### config.mk
export PLATFORM = sky130hd
export DESIGN_NAME = mmio_map_gen
export DESIGN_NICKNAME = d
export VERILOG_FILES = /design/src/rtl/mmio_map_gen.sv
export SDC_FILE = /design/constraint.sdc
export NUM_CORES = 1
export LEC_CHECK = 0
export ABC_AREA = 1
export CORE_MARGIN = 2
export CORE_UTILIZATION = 49
export CTS_BUF_LIST = sky130_fd_sc_hd__clkbuf_4 sky130_fd_sc_hd__clkbuf_8 sky130_fd_sc_hd__clkbuf_16
export CTS_CLUSTER_DIAMETER = 120
export CTS_CLUSTER_SIZE = 28
export DETAILED_ROUTE_END_ITERATION = 8
export GPL_TIMING_DRIVEN = 0
export PLACE_DENSITY = 0.95
export SYNTH_ARGS = -nofsm -noshare
export SYNTH_HDL_FRONTEND = slang
export SYNTH_SLANG_ARGS = --single-unit
### constraint.sdc
create_clock -name clk -period 3.4 [get_ports clk]
set_input_delay 0.34 -clock clk [delete_from_list [all_inputs] [get_ports clk]]
set_output_delay 0.34 -clock clk [all_outputs]
set_load 0.1 [all_outputs]
### src/rtl/mmio_map_gen.sv
`default_nettype none
// ============================================================================
// Module   : mmio_map_gen
// Purpose  : Memory-mapped I/O decoder for the CPU data-memory port.
//            Addresses with the top bit clear go to RAM; addresses with the
//            top bit set select an eight-register I/O window:
//              0 BTN_LIVE  synchronised button levels (R)
//              1 BTN_EDGE  sticky rising-edge bits, clear-on-read (R)
//              2 CMD_LO    SD_cmd[31:0] (RW)
//              3 CMD_HI    SD_cmd[CMD_W-1:32], bit31 = start / pending (RW)
//              4 UART      write: address strobe, read: last byte
//              5 RESP      SD response FIFO head, pop-on-read (R)
//              6 STATUS    {busy_any, overflow, err_start, 21'b0, count}
//              7 reserved
// Ports    : clk, reset (sync, active-high)
//            CPU side : addr, dataIn, dataOut, writeEnable, readEnable
//            RAM side : RAM_out, RAM_write
//            Buttons  : BTN (asynchronous)
//            SD side  : SD_responseByte, SD_response, SD_busy, SD_cmd,
//                       SD_start
//            UART side: UART_setAddr, UART_addr, UART_lastByte
// Revision : 1.0 - initial release
// ============================================================================
module mmio_map_gen #(
    parameter int ADDR_W     = 12,
    parameter int DATA_W     = 32,
    parameter int BTN_W      = 5,
    parameter int CMD_W      = 48,
    parameter int RESP_DEPTH = 4
) (
    input  logic              clk,
    input  logic              reset,
    input  logic [ADDR_W-1:0] addr,
    input  logic [DATA_W-1:0] dataIn,
    output logic [DATA_W-1:0] dataOut,
    input  logic              writeEnable,
    input  logic              readEnable,
    input  logic [DATA_W-1:0] RAM_out,
    output logic              RAM_write,
    input  logic [BTN_W-1:0]  BTN,
    input  logic              SD_responseByte,
    input  logic [7:0]        SD_response,
    input  logic              SD_busy,
    output logic [CMD_W-1:0]  SD_cmd,
    output logic              SD_start,
    output logic              UART_setAddr,
    output logic [11:0]       UART_addr,
    input  logic [7:0]        UART_lastByte
);

    localparam int c_PTR_W = $clog2(RESP_DEPTH);
    localparam int c_CNT_W = c_PTR_W + 1;
    localparam int c_HI_W  = CMD_W - 32;

    localparam logic [2:0] c_OFF_BTN_LIVE = 3'd0;
    localparam logic [2:0] c_OFF_BTN_EDGE = 3'd1;
    localparam logic [2:0] c_OFF_CMD_LO   = 3'd2;
    localparam logic [2:0] c_OFF_CMD_HI   = 3'd3;
    localparam logic [2:0] c_OFF_UART     = 3'd4;
    localparam logic [2:0] c_OFF_RESP     = 3'd5;
    localparam logic [2:0] c_OFF_STATUS   = 3'd6;

    localparam logic [c_CNT_W-1:0] c_FULL_CNT = c_CNT_W'(RESP_DEPTH);

    // ------------------------------------------------------------------------
    // State
    // ------------------------------------------------------------------------
    logic [BTN_W-1:0]   r_sync1;
    logic [BTN_W-1:0]   r_sync2;
    logic [BTN_W-1:0]   r_sync3;
    logic [BTN_W-1:0]   r_edge_bits;
    logic [CMD_W-1:0]   r_cmd;
    logic               r_pending;
    logic               r_err_start;
    logic               r_overflow;
    logic               r_uart_set;
    logic [11:0]        r_uart_addr;
    logic [7:0]         r_mem [RESP_DEPTH];
    logic [c_PTR_W-1:0] r_rd_ptr;
    logic [c_PTR_W-1:0] r_wr_ptr;
    logic [c_CNT_W-1:0] r_count;

    // ------------------------------------------------------------------------
    // Decode
    // ------------------------------------------------------------------------
    logic             w_io;
    logic [2:0]       w_off;
    logic             w_io_wr;
    logic             w_io_rd;
    logic             w_busy_any;
    logic             w_wr_lo;
    logic             w_wr_hi;
    logic             w_start_req;
    logic             w_start_ok;
    logic             w_start_err;
    logic             w_fire;
    logic             w_empty;
    logic             w_full;
    logic             w_pop;
    logic             w_push;
    logic             w_drop;
    logic             w_wr_status;
    logic             w_rd_edge;
    logic [BTN_W-1:0] w_btn_edge;
    logic [7:0]       w_head;
    logic [31:0]      w_rdata;

    assign w_io    = addr[ADDR_W-1];
    assign w_off   = addr[2:0];
    assign w_io_wr = writeEnable & w_io;
    assign w_io_rd = readEnable & w_io;

    assign w_busy_any  = r_pending | SD_busy;
    assign w_wr_lo     = w_io_wr & (w_off == c_OFF_CMD_LO) & ~w_busy_any;
    assign w_wr_hi     = w_io_wr & (w_off == c_OFF_CMD_HI) & ~w_busy_any;
    assign w_start_req = w_io_wr & (w_off == c_OFF_CMD_HI) & dataIn[31];
    assign w_start_ok  = w_start_req & ~w_busy_any;
    assign w_start_err = w_start_req & w_busy_any;

    // The start pulse is issued in the cycle the controller is free while a
    // start is pending; pending retires at the closing edge of that cycle.
    // Gating with reset keeps a reset cycle from emitting a stray pulse.
    assign w_fire = r_pending & ~SD_busy;

    assign w_empty = (r_count == '0);
    assign w_full  = (r_count == c_FULL_CNT);
    assign w_pop   = w_io_rd & (w_off == c_OFF_RESP) & ~w_empty;
    // A full FIFO still accepts a byte when a pop frees a slot this cycle.
    assign w_push  = SD_responseByte & (~w_full | w_pop);
    assign w_drop  = SD_responseByte & ~w_push;

    assign w_wr_status = w_io_wr & (w_off == c_OFF_STATUS);
    assign w_rd_edge   = w_io_rd & (w_off == c_OFF_BTN_EDGE);
    assign w_btn_edge  = r_sync2 & ~r_sync3;
    assign w_head      = w_empty ? 8'hFF : r_mem[r_rd_ptr];

    // ------------------------------------------------------------------------
    // Read mux
    // ------------------------------------------------------------------------
    always_comb begin
        w_rdata = '0;
        case (w_off)
            c_OFF_BTN_LIVE: w_rdata[BTN_W-1:0] = r_sync2;
            c_OFF_BTN_EDGE: w_rdata[BTN_W-1:0] = r_edge_bits;
            c_OFF_CMD_LO:   w_rdata = r_cmd[31:0];
            c_OFF_CMD_HI: begin
                w_rdata[c_HI_W-1:0] = r_cmd[CMD_W-1:32];
                w_rdata[31]         = r_pending;
            end
            c_OFF_UART:     w_rdata[7:0] = UART_lastByte;
            c_OFF_RESP: begin
                w_rdata[7:0] = w_head;
                w_rdata[31]  = ~w_empty;
            end
            c_OFF_STATUS: begin
                w_rdata[c_CNT_W-1:0] = r_count;
                w_rdata[31]          = w_busy_any;
                w_rdata[30]          = r_overflow;
                w_rdata[29]          = r_err_start;
            end
            default:        w_rdata = '0;
        endcase
    end

    assign dataOut      = w_io ? w_rdata : RAM_out;
    assign RAM_write    = writeEnable & ~w_io;
    assign SD_cmd       = r_cmd;
    assign SD_start     = w_fire & ~reset;
    assign UART_setAddr = r_uart_set;
    assign UART_addr    = r_uart_addr;

    // ------------------------------------------------------------------------
    // Control registers
    // ------------------------------------------------------------------------
    always_ff @(posedge clk) begin
        if (reset) begin
            r_sync1     <= '0;
            r_sync2     <= '0;
            r_sync3     <= '0;
            r_edge_bits <= '0;
            r_cmd       <= '0;
            r_pending   <= 1'b0;
            r_err_start <= 1'b0;
            r_overflow  <= 1'b0;
            r_uart_set  <= 1'b0;
            r_uart_addr <= '0;
        end else begin
            r_sync1 <= BTN;
            r_sync2 <= r_sync1;
            r_sync3 <= r_sync2;

            // Clear-on-read removes exactly the bits that were returned; the
            // returned value is the whole register, so only new edges survive.
            if (w_rd_edge) begin
                r_edge_bits <= w_btn_edge;
            end else begin
                r_edge_bits <= r_edge_bits | w_btn_edge;
            end

            if (w_wr_lo) begin
                r_cmd[31:0] <= dataIn[31:0];
            end
            if (w_wr_hi) begin
                r_cmd[CMD_W-1:32] <= dataIn[c_HI_W-1:0];
            end

            // busy_any includes pending, so set and retire never coincide.
            if (w_start_ok) begin
                r_pending <= 1'b1;
            end else if (w_fire) begin
                r_pending <= 1'b0;
            end

            if (w_start_err) begin
                r_err_start <= 1'b1;
            end else if (w_wr_status && dataIn[29]) begin
                r_err_start <= 1'b0;
            end

            if (w_drop) begin
                r_overflow <= 1'b1;
            end else if (w_wr_status && dataIn[30]) begin
                r_overflow <= 1'b0;
            end

            r_uart_set <= w_io_wr & (w_off == c_OFF_UART);
            // Address is captured with the write so it stays stable while the
            // strobe is high, independent of what the CPU drives next.
            if (w_io_wr && (w_off == c_OFF_UART)) begin
                r_uart_addr <= dataIn[11:0];
            end
        end
    end

    // ------------------------------------------------------------------------
    // SD response FIFO
    // ------------------------------------------------------------------------
    always_ff @(posedge clk) begin
        if (reset) begin
            r_rd_ptr <= '0;
            r_wr_ptr <= '0;
            r_count  <= '0;
        end else begin
            if (w_push) begin
                r_wr_ptr <= r_wr_ptr + 1'b1;
            end
            if (w_pop) begin
                r_rd_ptr <= r_rd_ptr + 1'b1;
            end
            case ({w_push, w_pop})
                2'b10:   r_count <= r_count + 1'b1;
                2'b01:   r_count <= r_count - 1'b1;
                default: r_count <= r_count;
            endcase
        end
    end

    // Storage needs no reset: the count gates every read of it.
    always_ff @(posedge clk) begin
        if (w_push && !reset) begin
            r_mem[r_wr_ptr] <= SD_response;
        end
    end

    // Middle address bits are don't-care inside the I/O window.
    logic w_unused;
    assign w_unused = &{1'b0, addr[ADDR_W-2:3]};

endmodule
`default_nettype wire

# Word level (Yosys, flattened, before mapping)
# Memories as Yosys holds them, arrays and structs flattened. A register that Yosys moved wholly into a read port is not among the register bits.
# Index checks and enable logic that the tools add are counted.
[word_totals]
ff_bits = 91
mem_bits_rw = 32
out_inout_bits = 95
wordCells = 91
mem_count = 1
[mem_list]
columns = ["name", "words", "word_bits", "read_ports", "rd_clocked_by_memory_dff", "wr", "line", "text"]
rows = [
  ["r_mem", 4, 8, 1, 1, 1, "78", "logic [7:0] r_mem [RESP_DEPTH];"],
]
[classes]
n_addsub = 4
eq_ne = 9
mux = 21
bitwise_logic = 31
n_reduce_logical = 11
[op_table]
columns = ["cell", "n"]
rows = [
  ["$mux W32", 1],
  ["$pmux W3 S7", 1],
  ["$and A1 B1 Y1", 19],
  ["$pmux W8 S2", 1],
  ["$mux W13", 1],
  ["$eq A3 B3 Y1 const B", 4],
  ["$pmux W2 S6", 1],
  ["$pmux W3 S4", 1],
  ["$mux W1", 8],
  ["$mux W8", 1],
  ["$reduce_bool A2 Y1", 4],
  ["$not A1 Y1", 7],
  ["$eq A3 B2 Y1 const B", 2],
  ["$logic_not A3 Y1", 2],
  ["$pmux W3 S2", 1],
  ["$and A5 B5 Y5", 1],
  ["$mux W5", 1],
  ["$not A5 Y5", 1],
  ["$or A5 B5 Y5", 1],
  ["$add A2 B1 Y2 const B", 2],
  ["$logic_and A1 B1 Y1", 4],
  ["$mux W2", 2],
  ["$pmux W1 S4", 1],
  ["$pmux W2 S2", 1],
  ["7 further kinds", 8],
]

# Longest topological paths before layout
[depth]
ltp_word = 8
ltp_mapped = 10
ltp_nobuf = 10

# Least setup slack after synthesis
# Ideal clock, no wire load.
[synth_timing]
path_type = "register to output"
from = "register r_cmd[10] (netlist: SD_cmd[10])"
to = "output port dataOut[10]"
arrival_time_ns = 3.305
required_ns = 3.060
path_slack_ns = -0.245
path_stages_with_launch = 3
cell_sequence = "dfxtp_1 a22oi_1 o21ai_0"
[synth_between]
elab_chain_cells = 2
[synth_lines]
columns = ["item", "line", "text"]
rows = [
  ["start, declared", "72", "logic [CMD_W-1:0] r_cmd;"],
  ["start signal, assigned", "201", "r_cmd[31:0] <= dataIn[31:0];"],
  ["start signal, assigned by index", "204", "r_cmd[CMD_W-1:32] <= dataIn[c_HI_W-1:0];"],
  ["$pmux W8 S2", "142", "case (w_off)"],
  ["$mux W32", "165", "assign dataOut = w_io ? w_rdata : RAM_out;"],
  ["end, declared", "35", "output logic [DATA_W-1:0] dataOut,"],
]
# Every way passes these cells.

# Worst setup path in the final report
[layout_timing]
from = "input port addr[2]"
to = "output port dataOut[9]"
[layout_between]
elab_chain_cells = 3
elab_cells_between_ends = 4
[layout_lines]
columns = ["item", "line", "text"]
rows = [
  ["start, declared", "33", "input logic [ADDR_W-1:0] addr,"],
  ["$eq A3 B2 Y1", "142", ""],
  ["$pmux W8 S2 *", "142", ""],
  ["$mux W32 *", "165", ""],
]
# Mark *: on every way between the ends. The rest lies on a longest branch, timed or not.

==> summary.md <==
| Metric | Value |
|---|---|
| Endpoints failing hold | 0 |
| Fin area | 0.00830 mm2 |
| Peak supply drop | 0.348 mV |
| Post-Syn Area | 0.00560 mm2 |
| Layout cell share with drive strength beyond 1 | 0.0757 |
| Combinational Power Share | 0.162 |
| Clock Latency Late Sink | 410 ps |
| Worst-path cell chain | clkdlybuf4s50_1 > inv_2 > nand2_4 > nor2_8 > buf_4 > a22oi_1 > o21ai_1 > clkdlybuf4s50_1 |
| F_max | 303 MHz |
| Grt met3 use | 0.0689 |
| Net count after synthesis | 840 |
| Most frequent CP cell | clkdlybuf4s50_1 |
| Leak | 0.00349 uW |
| Crit path max fanout | 10 |
| RSZ-0062 raised after global routing | false |
| Detailed-router iteration count before antenna repair | 6 |
| CP required | 3060 ps |
| GR Overflow Total | 0 |
| Half-perimeter wire length after placement | 13000 um |
| Worst Max-Slew Pin Slew | 1030 ps |
| Core Rows | 39 |
| Max_cap viols | 0 |
| Share of the synthesized area in the top cell type | 0.332 |
| Synth warnings | 0 |
| Power Internal | 2980 uW |
| Outcome | complete, no violations |
| Mapped Cells | 732 |
| Placed Cells | 1062 |
| GRT busiest layer | met2 |
| Hold slack | 265 ps |
| Fillcell total | 778 |
| Final Total Pwr | 4140 uW |
| Post-DRT Antenna Nets | 0 |
| Total CTS buffers | 17 |
| Worst Hold Endpoint | UART_addr[4] |
| Met2 GRT Util | 0.530 |
| Total setup buffers inserted after CTS | 0 |
| Hold Crit Start | reset |
| P&R area growth vs syn | 48.2% |
| Initial Util | 0.497 |
| Largest net degree at the start of global routing | 17 |
| Yosys cell types | 33 |
| Proportion of synthesized area in mux cells | 0 |
| Final worst path period share | 0.970 |
| Sw Share | 0.280 |
| Yosys reg bits | 125 |
| Die Wd | 111 um |
| Iteration-0 DRC Markers | 654 |
| Initial antenna violation count | 0 |
| Via-to-Cell Ratio | 5.45 |
| Endpoint type of the worst setup path | output port |
| Synth area leader | dfxtp_1 |
| Largest family of logic cells by synthesized area | simple AND/OR/NAND/NOR gates |
| FF-to-FF setup slack | 1330 ps |
| Synth Area per Inst | 7.65 um2 |
| Kind of critical path | input pin to output port |
| Total core area | 0.0113 mm2 |
| DR WL/cell | 17.3 um |
| Global-route wire length before repair | 29100 um |
| Via count | 5961 |
| CTS tree | yes |
| Layout net count | 1046 |
| Post-synthesis xor/xnor area fraction | 0 |
| Hold path cells | 2 |
| Hold crit path type | input pin to flop |
| Clock Power Share | 0.455 |
| # DRC | 0 |
| PwrDens | 499 mW/mm2 |
| Placed Area | 0.00765 mm2 |
| # IOs | 198 |
| Reg2Reg Depth | 6 |
| Psw | 1160 uW |
| Routed wire length | 18900 um |
| Synth top area cells | dfxtp_1, edfxtp_1, nor2_1 |
| Period minus WS final | 3300 ps |
| Vias in the first global route | 5786 |
| CTS H-tree lvls | 4 |
| Root buffer cell | clkbuf_16 |
| Antenna diodes | 0 |
| Slew headroom | 0.308 |
| Flop pwr share | 0.383 |
| Final setup viols | 0 |
| Die area | 0.0123 mm2 |
| WP data arrival | 2960 ps |
| GP Congestion | 0.865 |
| GR Util met1 | 0.346 |
| Post-Synth Adder-Cell Area | 0.0125 |
| Setup Skew | 5.95 ps |
| Slew Limit Fails | 0 |
| CP max stage delay | 1150 ps |
| Max clock buf depth | 2 |
| Proportion of synthesized chip area in sequential cells | 0.504 |
| Post-Synth Simple-Gate Area | 0.276 |
| Clock transition at path regs | 60 ps |
| TritonCTS Sinks | 125 |
| Post-route insts no fill | 1094 |
| Post-synthesis compound-gate area fraction | 0.127 |
| RR Startpoint | r_count[2] |
| Slowest CP cell | clkdlybuf4s50_1 |
| IO Port Bufs | 187 |
| Gr usage total | 0.301 |
| R2R Path End | r_mem[0][4] |
| Worst Setup Start Kind | input pin |
| Die height | 111 um |
==> Yosys cell counts (all sizes together) <==
cell / count
a31oi: 1
o21ai: 88
clkinv: 1
edfxtp: 32
a21oi: 35
inv: 58
nand4: 2
a22oi: 9
nor3: 3
nand3: 38
clkbuf: 13
nand3b: 2
o32ai: 1
nor2: 174
o211ai: 1
nand2: 152
fa: 1
dfxtp: 93
buf: 24
ha: 4
==> layout make-up <==
| class | instances | area (um2) | share of cell area |
|---|---|---|---|
| sequential | 125 | 2820 | 0.340 |
| tap | 143 | 179 | 0.0216 |
| clock buffer | 19 | 458 | 0.0552 |
| clock inverter | 13 | 165 | 0.0199 |
| timing repair buffer | 187 | 1900 | 0.229 |
| buffer | 37 | 226 | 0.0273 |
| multi-input combinational | 511 | 2330 | 0.280 |
| inverter | 59 | 224 | 0.0270 |
==> worst max path at each step <==
stage,from,endpoint,slack (ps),depth (start not counted)
3_3_place_gp,addr[1],dataOut[6],-100,8
2_1_floorplan,SD_cmd[5],dataOut[5],300,4
6_report,addr[2],dataOut[9],100,8
5_1_grt,addr[11],dataOut[10],20,7
3_5_place_dp,addr[1],dataOut[6],-130,8
4_1_cts,addr[1],dataOut[26],2,7
==> registers in the layout, summed over array words and instances, names as in the netlist, 3 cells and up, named ones only <==
register / cells
r_count: 3
r_edge_bits: 5
r_sync3: 5
UART_addr: 12
r_sync2: 5
r_mem: 32
SD_cmd: 48
r_sync1: 5
==> power groups by stage <==
stage | clock [uW] | combinational, uW | sequential (uW)
after detailed placement | 0 | 666 | 1620
after floorplan | 0 | 361 | 1680
after global placement | 0 | 655 | 1610
after CTS | 1880 | 669 | 1580
final | 1890 | 673 | 1590
after global routing | 1960 | 709 | 1590
==> cell usage in the layout (no fill, tap or decap), drive strengths merged <==
master and instances:
a21oi 35, a22oi 9, a31oi 1, buf 24, bufinv 3, clkbuf 32
clkdlybuf4s50 163, clkinv 10, clkinvlp 1, dfxtp 93, dlygate4sd2 9, dlymetal6s2s 15
edfxtp 32, fa 1, ha 4, inv 58, nand2 152, nand3 38
nand3b 2, nand4 2, nor2 174, nor3 3, o211ai 1, o21ai 88
o32ai 1
==> critical path, delay by kind of cell <==
kind | cells | cell delay (ps)
AOI/OAI and AO/OA | 2 | 250
buffers and inverters | 4 | 2060
and+or+nand+nor | 2 | 300
==> per-layer routing <==
| layer | vias up | share of wire | routed length, um |
|---|---|---|---|
| li1 | 2766 | - | - |
| met1 | 2767 | 0.37 | 7000 |
| met2 | 352 | 0.50 | 9480 |
| met3 | 76 | 0.089 | 1690 |
| met4 | 0 | 0.038 | 719 |
| met5 | - | 0 | 0 |
==> timing repair <==
item                       in CTS  in global routing
resized for setup               9                 15
hold buffers                    0                  0
gates cloned                    0                  0
setup endpoints to repair       9                 15
==> stage by stage <==
stage               setup TNS [ps]  utilization  setup WS [ps]
floorplan                        0            -            305
global placement              -147        0.679          -95.0
detailed placement            -268        0.679           -129
CTS                              0        0.733           1.52
global route                     0        0.736           21.9
finish                           0        0.736            101
==> cells by family after synthesis <==
| logic type | after synthesis |
|---|---|
| compound gates | 135 |
| flops | 125 |
| simple gates | 371 |
| buf+inv | 96 |
| fa+ha+maj | 5 |
Note: power is estimated with default switching activity, not from simulation.
